==> src/rtl/blast_array.sv <==
// blast_array: tracks up to NUM_BLASTS concurrent explosions, each with its
// own latched corner, radius and seconds countdown.
module blast_array #(
    parameter int NUM_BLASTS   = 4,
    parameter int TILE         = 32,
    parameter int MAX_RADIUS   = 3,
    parameter int DURATION_SEC = 1,
    parameter int OFF_X        = 640,
    parameter int OFF_Y        = 480,
    localparam int RW          = $clog2(MAX_RADIUS + 1)
) (
    input  logic                       clk,
    input  logic                       resetN,
    input  logic                       OneSecPulse,
    input  logic                       clear,
    input  logic                       blast,
    input  logic [RW-1:0]              blastRadius,
    input  logic [10:0]                bomb_topLeftX,
    input  logic [10:0]                bomb_topLeftY,
    output logic [NUM_BLASTS*11-1:0]   topLeftX,
    output logic [NUM_BLASTS*11-1:0]   topLeftY,
    output logic [NUM_BLASTS*RW-1:0]   radius,
    output logic [NUM_BLASTS-1:0]      explode,
    output logic                       full,
    output logic                       dropped
);

    typedef enum logic {
        S_IDLE,
        S_EXPLODE
    } state_t;

    state_t                          state_q [NUM_BLASTS];
    state_t                          state_d [NUM_BLASTS];
    logic [NUM_BLASTS-1:0][3:0]      secs_q, secs_d;
    logic [NUM_BLASTS-1:0][10:0]     x_q, x_d;
    logic [NUM_BLASTS-1:0][10:0]     y_q, y_d;
    logic [NUM_BLASTS-1:0][RW-1:0]   r_q, r_d;
    logic [NUM_BLASTS-1:0]           explode_q, explode_d;
    logic                            full_q, full_d;
    logic                            dropped_q, dropped_d;

    logic [NUM_BLASTS-1:0]           grant;
    logic                            found;
    logic [RW-1:0]                   r_clamp;
    logic [10:0]                     offset;

    always_comb begin
        if (blastRadius == '0) begin
            r_clamp = RW'(1);
        end else if (int'(blastRadius) > MAX_RADIUS) begin
            r_clamp = RW'(MAX_RADIUS);
        end else begin
            r_clamp = blastRadius;
        end
        offset = 11'(int'(r_clamp) * TILE);
    end

    // Priority encoder over the pre-edge state: lowest idle channel wins.
    always_comb begin
        grant = '0;
        found = 1'b0;
        for (int i = 0; i < NUM_BLASTS; i++) begin
            if (state_q[i] == S_IDLE && !found) begin
                grant[i] = 1'b1;
                found    = 1'b1;
            end
        end
    end

    always_comb begin
        dropped_d = 1'b0;
        for (int i = 0; i < NUM_BLASTS; i++) begin
            state_d[i] = state_q[i];
            secs_d[i]  = secs_q[i];
            x_d[i]     = x_q[i];
            y_d[i]     = y_q[i];
            r_d[i]     = r_q[i];
        end

        if (clear) begin
            for (int i = 0; i < NUM_BLASTS; i++) begin
                state_d[i] = S_IDLE;
                secs_d[i]  = '0;
                x_d[i]     = 11'(OFF_X);
                y_d[i]     = 11'(OFF_Y);
                r_d[i]     = '0;
            end
        end else begin
            for (int i = 0; i < NUM_BLASTS; i++) begin
                if (state_q[i] == S_EXPLODE && OneSecPulse) begin
                    if (secs_q[i] == 4'd1) begin
                        state_d[i] = S_IDLE;
                        secs_d[i]  = '0;
                        x_d[i]     = 11'(OFF_X);
                        y_d[i]     = 11'(OFF_Y);
                        r_d[i]     = '0;
                    end else begin
                        secs_d[i] = secs_q[i] - 4'd1;
                    end
                end
                // A freshly allocated channel was idle, so it never sees the pulse.
                if (blast && grant[i]) begin
                    state_d[i] = S_EXPLODE;
                    secs_d[i]  = 4'(DURATION_SEC);
                    x_d[i]     = bomb_topLeftX - offset;
                    y_d[i]     = bomb_topLeftY - offset;
                    r_d[i]     = r_clamp;
                end
            end
            dropped_d = blast && !found;
        end

        full_d = 1'b1;
        for (int i = 0; i < NUM_BLASTS; i++) begin
            explode_d[i] = (state_d[i] == S_EXPLODE);
            full_d       = full_d & explode_d[i];
        end
    end

    always_ff @(posedge clk) begin
        if (!resetN) begin
            for (int i = 0; i < NUM_BLASTS; i++) begin
                state_q[i] <= S_IDLE;
                secs_q[i]  <= '0;
                x_q[i]     <= 11'(OFF_X);
                y_q[i]     <= 11'(OFF_Y);
                r_q[i]     <= '0;
            end
            explode_q <= '0;
            full_q    <= 1'b0;
            dropped_q <= 1'b0;
        end else begin
            for (int i = 0; i < NUM_BLASTS; i++) begin
                state_q[i] <= state_d[i];
                secs_q[i]  <= secs_d[i];
                x_q[i]     <= x_d[i];
                y_q[i]     <= y_d[i];
                r_q[i]     <= r_d[i];
            end
            explode_q <= explode_d;
            full_q    <= full_d;
            dropped_q <= dropped_d;
        end
    end

    assign topLeftX = x_q;
    assign topLeftY = y_q;
    assign radius   = r_q;
    assign explode  = explode_q;
    assign full     = full_q;
    assign dropped  = dropped_q;

endmodule

==> config.mk <==
export PLATFORM = sky130hd
export DESIGN_NAME = blast_array
export DESIGN_NICKNAME = d
export VERILOG_FILES = /design/src/rtl/blast_array.sv
export SDC_FILE = /design/constraint.sdc
export NUM_CORES = 1
export LEC_CHECK = 0
export BUFFER_PORTS_ARGS = -buffer_cell sky130_fd_sc_hd__buf_2
export CAP_MARGIN = 15
export CORE_MARGIN = 3
export CORE_UTILIZATION = 47
export DETAILED_ROUTE_END_ITERATION = 16
export MAX_ROUTING_LAYER = met4
export PLACE_DENSITY = 0.71
export SYNTH_ARGS = -nofsm -noshare
export SYNTH_HDL_FRONTEND = slang
export SYNTH_SLANG_ARGS = --single-unit
==> constraint.sdc <==
create_clock -name clk -period 5.5 [get_ports clk]
set_input_delay 1.1 -clock clk [delete_from_list [all_inputs] [get_ports clk]]
set_output_delay 1.1 -clock clk [all_outputs]
set_load 0.05 [all_outputs]
## Word-level counts from Yosys, hierarchy flattened

Memory sizes are Yosys's and may differ from the RTL's.
Index checks and enable logic that the tools add are counted.

- Flip-flop bits (word level): 118
- RAM bits: 4
- Input port bits: 29
- Output and inout bits: 102
- Logic and storage cells: 153
- Memories: 1

- Add/subtract/negate cells: 6
- Equal/unequal tests: 4
- Multiplexer cells: 75
- Bitwise operators: 11
- Reduce and logical (&&, ||, !) cells: 33

Memory list:

| memory | depth | bits a word | rd ports | clocked after Yosys merged registers in | wr ports | RTL line | source |
|---|---|---|---|---|---|---|---|
| state_q | 4 | 1 | 4 | 0 | 4 | 33 | `state_t state_q [NUM_BLASTS];` |

Operators with widths:

| operator | count |
|---|---|
| two-way mux 11 bit | 24 |
| two-way mux 1 bit | 33 |
| two-way mux 2 bit | 13 |
| subtractor 11 x 7 -> 11 bit | 2 |
| two-way mux 4 bit | 5 |
| equality test 4 x 1 -> 1 bit, second input constant | 4 |
| nonzero test 2 bit | 8 |
| subtractor 4 x 1 -> 4 bit, second input constant | 4 |
| logical AND 1 bit | 12 |
| OR reduction 3 bit | 4 |
| AND reduction 2 bit | 4 |
| inverter 1 bit | 4 |
| bitwise OR 1 bit | 4 |
| bitwise AND 1 bit | 3 |
| zero test 1 bit | 3 |
| zero test 2 bit | 1 |
| OR reduction 2 bit | 1 |

## Longest topological paths before layout

Gate-level depths: netlist of run 1.
An unclocked memory read counts as a cell.

- Depth after elaboration: 16
- Gate-level depth with buffers: 8
- Gate-level depth less buffers: 7

## Worst setup path before layout of run 1

OpenSTA, ideal clock, no wires.

- Path type: input to register
- Start: in blastRadius[0]
- End: reg y_q, in the netlist topLeftY[42]
- Setup time: 126 ps
- Arrival time: 2400 ps
- Data required time: 5374 ps
- Slack: 2974 ps
- Cell stages on the path: 7
- Path buffers: 0
- Cell sequence: nand2b_1 ha_1 inv_1 fa_1 nor3_1 xnor2_1 o2bb2ai_1

- Longest elaborated chain between the ends: 4

Ends and longest elaborated chain:

| item | RTL line | source |
|---|---|---|
| start, declared | 17 | `input logic [RW-1:0] blastRadius,` |
| zero test 2 bit | 49 | `if (blastRadius == '0) begin` |
| two-way mux 2 bit (*) | 49 |  |
| subtractor 11 x 7 -> 11 bit (*) | 107 | `y_d[i] = bomb_topLeftY - offset;` |
| two-way mux 11 bit (*) | 103 | `if (blast && grant[i]) begin` |
| end signal, assigned by index | 127 | `y_q[i] <= 11'(OFF_Y);` |
| end signal, assigned by index | 138 | `y_q[i] <= y_d[i];` |
| end, declared | 37 | `logic [NUM_BLASTS-1:0][10:0] y_q, y_d;` |

Every way passes the cells marked *; elsewhere a longest branch is shown, timed or not.
A chain may end at the register's enable or synchronous reset.

## Worst setup path after layout of run 1

- Start: in blast
- End: reg x_q, in the netlist topLeftX[7]

- Longest elaborated chain between the ends: 3
- Elaborated cells between the ends (all ways): 5
- Classes of those cells: 1 x mux; 4 x reduce/logical

Ends and longest elaborated chain:

| item | RTL line | source |
|---|---|---|
| start, declared | 16 | `input logic blast,` |
| logical AND 1 bit (*) | 103 |  |
| nonzero test 2 bit (no source line) | - |  |
| AND reduction 2 bit (no source line) | - |  |
| end signal, assigned by index | 126 | `x_q[i] <= 11'(OFF_X);` |
| end signal, assigned by index | 137 | `x_q[i] <= x_d[i];` |
| end, declared | 36 | `logic [NUM_BLASTS-1:0][10:0] x_q, x_d;` |

Marked as above.

==> flow_summary.ini, run 1 <==
[finish]
syn_to_final_growth_pct = 28.05
antennaDiodeCount = 0
final_common_cell = buf_2
nets = 636
fin_cells = 735
final_cell_mix = 130 x buf_2, 122 x dfxtp_1, 54 x nor2_1
drive_above_1_share_pct = 28.55

[detailed_routing]
drt_iter0_drc = 313
routed_wl_um = 13500
drc_errors = 0
viasPerCell = 5.551
wl_per_cell_um = 18.37
vias = 4080
dr.pass1.iters = 5
ant_nets = 0

[power_and_ir_drop]
p_comb_share_pct = 6.9
cellLeakagePower_uw = 0.002488
peakVddDrop_mv = 0.2191
p_sw_uw = 550.8
p_sw_share_pct = 25.69
p_seq_share_pct = 42.1
pwr-share-clk_pct = 51.0
p_int_uw = 1593
power_density_mw_per_mm2 = 362.3
power_uw = 2144

[yosys]
synthArstFlopShare_pct = 0
synth_fp_nets = 510
synth_cell_types = 48
synth.avg_cell_area_sq_um = 9.894
ys_ff_latch = 122
synth_edf_count = 0
synth_cells = 467
syn_area_sq_mm = 0.004621
synth_warnings = 0
seq_area_frac_synth_pct = 52.86
synth-main-ff-cell = dfxtp_1

[clock_network]
cts_buffers = 17
htree_levels = 4
ctsHoldBuffers = 0
clk_pin_slew_worst_paths_ps = 60
postCtsResizedCells = 0
cts_setup_buffers = 0
cts_sinks = 122
cts_tree = yes
clkLatencyLatePin_ps = 530
cts_buffer_depth = 2
cts-root-buf = clkbuf_8

[global_routing]
grt_pass1_wl_um = 21360
antenna_found_initial = 0
grt_start_max_net_pins = 34
overflow = 0
first_global_vias = 3966
grt_usage_pct = 25.43

[timing]
hold_violations = 0
fin_crit_ps = 2733
relSlewSlack_pct = 24.06
period_share_pct = 49.68
finalClockSkew_ps = 11.62
max_freq_ghz = 0.3659
setup_viol = 0
slew_violations = 0
rsz0062_at_grt = no
worst_slew_pin_slew_ps = 1139
setup-tns-final_ps = 0

[setup_path]
setup.worst_path.start = blast
required_ps = 5860
reg2reg_slack_ps = 2990
cp-start-kind = input pin
r2r_cells = 4
criticalPathCategory = input pin to register
r2r-end = topLeftX[7]
worstReg2RegStart = state_q[0]
endpoint = topLeftX[7]
cp.arrival_ps = 3100
crit_path_max_fanout = 13
cp-end-kind = register

[job]
cap_viol_max_count = 0

[die]
rows = 35
die_w_um = 105.2
dieArea_sq_mm = 0.01106
io_pins = 131
coreArea_sq_mm = 0.009415
start_util_pct = 49.08
die_h_um = 105.2

[status]
status = complete, no violations

[place]
hpwl_um = 9301
place.gp.congestion = 0.8614
port_buffers = 130
dp.cells = 703

[hold_path]
hp-class = register to register
[how the worst min path moves through the flow]
stage	slack (ps)	from	end	depth (start not counted)
detailed placement	440	topLeftX[8]	topLeftX[8]	1
global route	480	topLeftX[10]	topLeftX[10]	1
finish	460	topLeftX[21]	topLeftX[21]	1
global placement	440	topLeftX[41]	topLeftX[41]	1
CTS	460	topLeftX[8]	topLeftX[8]	1
floorplan	470	secs_q[9]	secs_q[9]	2
[sequential cells by signal, summed over array words and instances (netlist names)]
name	count
secs_q	16
state_q	4
topLeftX	44
radius	8
dropped	1
full	1
explode	4
topLeftY	44
[metal layers]
layer	vias to the layer above	part of all wire, %	global-route usage, %
li1	1925	-	-
met1	1963	44	31.18
met2	176	47	41.15
met3	16	7.7	7.844
met4	0	1.1	6.092
met5	-	0	-
[power groups by stage]
stage / Combinational (uW) / Clock [uW] / Sequential (uW)
after floorplan: 67.8 / 0 / 950
after global placement: 144 / 0 / 921
after detailed placement: 146 / 0 / 921
after CTS: 147 / 1100 / 902
after global routing: 159 / 1150 / 903
final: 148 / 1090 / 902
[synthesized netlist by cell type (4+ instances only)]
master	count	area share (%)
dfxtp_1	122	53
nor2_1	54	4.4
a21oi_1	31	3.4
nand2_1	25	2.0
a2bb2oi_1	20	3.8
nand3_1	20	2.2
a22o_1	18	3.4
a22oi_1	16	2.6
clkbuf_1	16	1.3
nor3_1	16	1.7
o2bb2ai_1	16	3.0
inv_1	13	1.1
ha_1	12	3.2
xnor2_1	9	1.7
buf_2	8	0.87
nor2b_1	7	0.95
xor2_1	7	1.3
and2_1	6	0.81
o21ai_0	5	0.54
a31oi_1	4	0.54
nand2b_1	4	0.54
nor3b_1	4	0.65
nor4_1	4	0.54
[metrics by stage]
step	worst slack [ps]	hold WS, ps	area [sq um]	utilization (%)
floorplan	2974	466.9	4621	-
global placement	2489	442.7	5339	56.70
detailed placement	2318	443.2	5339	56.70
CTS	2811	462.2	5917	62.84
global route	2625	484.5	5917	62.84
finish	2767	461.9	5917	62.84
[kinds of logic (layout without fill, tap and decap cells)]
logic type | Yosys count | in the layout | share of synthesized area (%)
flops | 122 | 122 | 52.86
xor+xnor | 16 | 16 | 3.033
mux | 1 | 1 | 0.2166
buf+inv | 39 | 178 | 3.629
compound gates | 116 | 116 | 18.49
fa+ha+maj | 15 | 15 | 4.332
simple gates | 158 | 158 | 17.44
[critical path: stages]
cell and delay, ps:
buf_2 150, nor2b_1 280, a21oi_1 930, nand2_1 410
a2bb2oi_1 220
[final cells by class]
class	count	area, sq um
multi-input cells	306	2013
clock inverters	14	160.2
inverters	13	48.80
clock buffers	18	417.9
flip-flops and latches	122	2442
well taps	129	161.4
fillers	814	3498
repair buffers	133	673.1
(Power assumes the default switching activity.)
==> run 2: changes to the inputs <==
- clock period: 5.5 -> 2.55 ns (I/O delays scaled with it)
==> flow_summary.ini, run 2 (synthesis results as in run 1) <==
[setup_path]
cp-end-kind = register
cp-start-kind = register
criticalPathCategory = register to register
path_cells = and4b_1 > a21oi_2 > a22oi_1 > nor2_1
worstReg2RegStart = state_q[1]
r2r-end = radius[5]
crit_buf_inv = 0
slowest_stage = and4b_1
reg2reg_slack_ps = 470
critical-path-top-delay-family = simple AND/OR/NAND/NOR gates
cpPeakStageDelay_ps = 760
required_ps = 2940
crit_path_max_fanout = 13
cp.arrival_ps = 2460
r2r_cells = 4

[global_routing]
grt_pass1_wl_um = 21190
antenna_found_initial = 0
first_global_vias = 4007
overflow = 0
grt_usage_pct = 25.01
grt_start_max_net_pins = 36

[detailed_routing]
dr.pass1.iters = 5
drt_iter0_drc = 228
vias = 4107
viasPerCell = 5.505
routed_wl_um = 13380
ant_nets = 0
drc_errors = 0
wl_per_cell_um = 17.94

[power_and_ir_drop]
peakVddDrop_mv = 0.4244
p_sw_share_pct = 23.26
p_int_uw = 3749
cellLeakagePower_uw = 0.002572
power_uw = 4885
p_sw_uw = 1136
pwr-share-clk_pct = 53.5
power_density_mw_per_mm2 = 804.8
p_comb_share_pct = 6.7
p_seq_share_pct = 39.8

[die]
io_pins = 131
coreArea_sq_mm = 0.009415
rows = 35
die_h_um = 105.2
start_util_pct = 49.08
die_w_um = 105.2
dieArea_sq_mm = 0.01106

[clock_network]
cts_setup_buffers = 0
clk_pin_slew_worst_paths_ps = 60
cts_buffer_depth = 2
cts-root-buf = clkbuf_8
clkLatencyLatePin_ps = 520
cts_buffers = 17
cts_sinks = 122
postCtsResizedCells = 0
htree_levels = 4
cts_tree = yes
ctsHoldBuffers = 0

[status]
status = complete, no violations

[timing]
relSlewSlack_pct = 52.09
holdWs_ps = 258.8
rsz0062_at_grt = no
finalClockSkew_ps = 11.69
period_share_pct = 81.41
hold_violations = 0
fin_crit_ps = 2076
worst_slew_pin_slew_ps = 716.1
setup-tns-final_ps = 0
slew_violations = 0
max_freq_ghz = 0.4817
setup_viol = 0

[hold_path]
hold_depth = 2
hold_end = topLeftX[13]
min-delay-start = bomb_topLeftX[2]
hp-class = input pin to register

[finish]
antennaDiodeCount = 0
final_cell_mix = 130 x buf_2, 122 x dfxtp_1, 54 x nor2_1
num-fill-cells = 796
syn_to_final_growth_pct = 31.36
nets = 647
seq_area_sq_mm = 0.002442
drive_above_1_share_pct = 29.82
final_common_cell = buf_2
multi_input_area_sq_mm = 0.002013

[job]
cap_viol_max_count = 0

[place]
place.gp.congestion = 0.8601
hpwl_um = 9349
port_buffers = 130
## run 2: final cells by class
| type | instances | area share (%) |
|---|---|---|
| Inverter | 13 | 0.8040 |
| Sequential cell | 122 | 40.24 |
| Tap cell | 129 | 2.659 |
| Clock inverter | 13 | 3.566 |
| Clock buffer | 19 | 7.112 |
| Multi-Input combinational cell | 306 | 33.17 |
| Timing Repair Buffer | 144 | 12.45 |
## run 2: power groups by stage
stage               clock network (uW)  logic [uW]  registers (uW)
detailed placement                   0         320            1990
global route                      2720         350            1950
CTS                               2640         324            1940
floorplan                            0         146            2050
finish                            2610         325            1950
global placement                     0         316            1980
## run 2: worst max-delay path by stage
stage	startpoint	to	slack (ps)	cells past startpoint
global route	secs_q[4]	topLeftY[18]	330	5
detailed placement	blastRadius[1]	topLeftY[42]	290	8
floorplan	blastRadius[0]	topLeftY[42]	610	7
CTS	state_q[1]	topLeftY[23]	480	4
finish	state_q[1]	radius[5]	470	4
global placement	blastRadius[1]	topLeftY[10]	360	7
## run 2: metrics by stage
stage | cell area (sq um) | worst slack (ps) | util, % | cells
after floorplan | 4621 | 613.9 | - | 467
after global placement | 5421 | 358.7 | 57.58 | 714
after detailed placement | 5421 | 288.3 | 57.58 | 714
after CTS | 6070 | 481.2 | 64.47 | 746
after global routing | 6070 | 332.2 | 64.47 | 746
final | 6070 | 473.9 | 64.47 | 746
## run 2: worst register-to-register path: cells and delay by family (launching register included)
kind / cells / cell delay, ps
AO/OA/AOI/OAI: 2 / 520
flip-flops: 1 / 620
AND/OR/NAND/NOR: 2 / 820
## run 2: routing by layer
metal  routed length (um)  track usage (%)
met5                    0                -
met4                  107            7.498
met3                 1087            6.733
met2                 6336            39.46
met1                 5852            31.53
==> run 3: changes to the inputs <==
- CORE_UTILIZATION: 47 -> 46
- PLACE_DENSITY: 0.71 -> 0.73
- clock period: 2.55 -> 1.7 ns (I/O delays scaled with it)
==> flow_summary.ini, run 3 (synthesis results as in run 1) <==
[status]
status = complete, no violations

[setup_path]
setup.worst_path.start = secs_q[9]
worstReg2RegStart = secs_q[9]
slowest_stage = or3_4
cp.arrival_ps = 2000
crit_path_max_fanout = 7
required_ps = 2080
cp-end-kind = register
path_cells = inv_1 > ha_1 > nor3b_1 > and2_2 > or3_4 > a2bb2oi_1
criticalPathCategory = register to register
cpPeakStageDelay_ps = 420
cp-start-kind = register

[die]
coreArea_sq_mm = 0.009503
start_util_pct = 48.62
die_w_um = 106.2
rows = 35
io_pins = 131
dieArea_sq_mm = 0.01128
die_h_um = 106.2

[timing]
setup-tns-final_ps = 0
hold_violations = 0
slew_violations = 0
finalClockSkew_ps = 7.684
holdWs_ps = 92.18
period_share_pct = 95.22
max_freq_ghz = 0.6177
worst_slew_pin_slew_ps = 463.5
fin_crit_ps = 1619
setup_viol = 0
relSlewSlack_pct = 68.88

[finish]
nets = 688
syn_to_final_growth_pct = 40.18
fin_area_sq_mm = 0.006477
final_common_cell = buf_2
fin_cells = 787
drive_above_1_share_pct = 36.02
antennaDiodeCount = 0
final_cell_mix = 130 x buf_2, 122 x dfxtp_1, 54 x nor2_1

[global_routing]
antenna_found_initial = 0
first_global_vias = 4116
grt_pass1_wl_um = 21450
grt_usage_pct = 25.08
grt.met1_usage_pct = 30.57
grt_busiest_layer = met2
overflow = 0
grt_util_met3_pct = 6.740
grt_start_max_net_pins = 33
use_met2_pct = 41.09

[detailed_routing]
dr.pass1.iters = 5
wl_per_cell_um = 17.36
viasPerCell = 5.389
vias = 4241
drc_errors = 0
ant_nets = 0
routed_wl_um = 13670
drt_iter0_drc = 246

[power_and_ir_drop]
power_density_mw_per_mm2 = 1147
cellLeakagePower_uw = 0.002822
peakVddDrop_mv = 0.8512

[clock_network]
cts_buffers = 17
cts_buffer_depth = 2
cts_tree = yes
clkLatencyLatePin_ps = 510
ctsHoldBuffers = 0
clk_pin_slew_worst_paths_ps = 60
cts-root-buf = clkbuf_8
htree_levels = 4
cts_sinks = 122

[place]
hpwl_um = 9541
place.gp.congestion = 0.8493
port_buffers = 130
dp.cells = 754
place_area_sq_mm = 0.005772

[hold_path]
min-delay-start = bomb_topLeftX[1]
hp-class = input pin to register

[job]
cap_viol_max_count = 0
-- run 3: power breakdown --
group          total [uW]  internal (uW)  switching (uW)
registers            2910           2890            19.7
logic                 569            207             362
clock network        3950           2580            1360
total                7430           5680            1740
-- run 3: critical path, delay by kind of cell, from the launching register on --
| family | cells | cell delay [ps] |
|---|---|---|
| fa+ha+maj | 1 | 170 |
| simple gates | 3 | 790 |
| buf+inv | 1 | 60 |
| compound gates | 1 | 140 |
| flops | 1 | 330 |
-- run 3: final cells by class --
cell class | count | area [sq um]
Multi-Input combinational cell | 306 | 2066
Timing Repair Buffer | 185 | 1114
Fill cell | 744 | 3025
Inverter | 13 | 48.80
Sequential cell | 122 | 2442
Clock buffer | 19 | 431.7
Tap cell | 129 | 161.4
Clock inverter | 13 | 214.0
-- run 3: path summary, 6_finish.rpt --
kind / to / slack, ps / depth (start not counted)
max: topLeftY[30] / 80 / 6
min: topLeftX[12] / 90 / 2
min reg2reg: topLeftX[19] / 460 / 1
max reg2reg: topLeftY[30] / 80 / 6
-- run 3: repair_timing --
item,4_1_cts,5_1_grt
buffers inserted,0,1
resized for setup,2,8
pin swaps,1,2
setup endpoints to repair,15,53
hold endpoints to repair,0,0
-- run 3: through the flow --
step	total power [uW]	setup slack (ps)	utilization (%)
after floorplan	3294	6.201	-
after global placement	3513	-229.4	60.74
after detailed placement	3524	-303.2	60.74
after CTS	7439	7.562	67.64
after global routing	7646	-46.21	68.16
final	7428	81.21	68.16
-- run 3: layer usage --
metal | up-vias | part of all wire (%)
li1 | 2033 | -
met1 | 2017 | 42
met2 | 169 | 49
met3 | 22 | 6.8
met4 | 0 | 1.6
met5 | - | 0
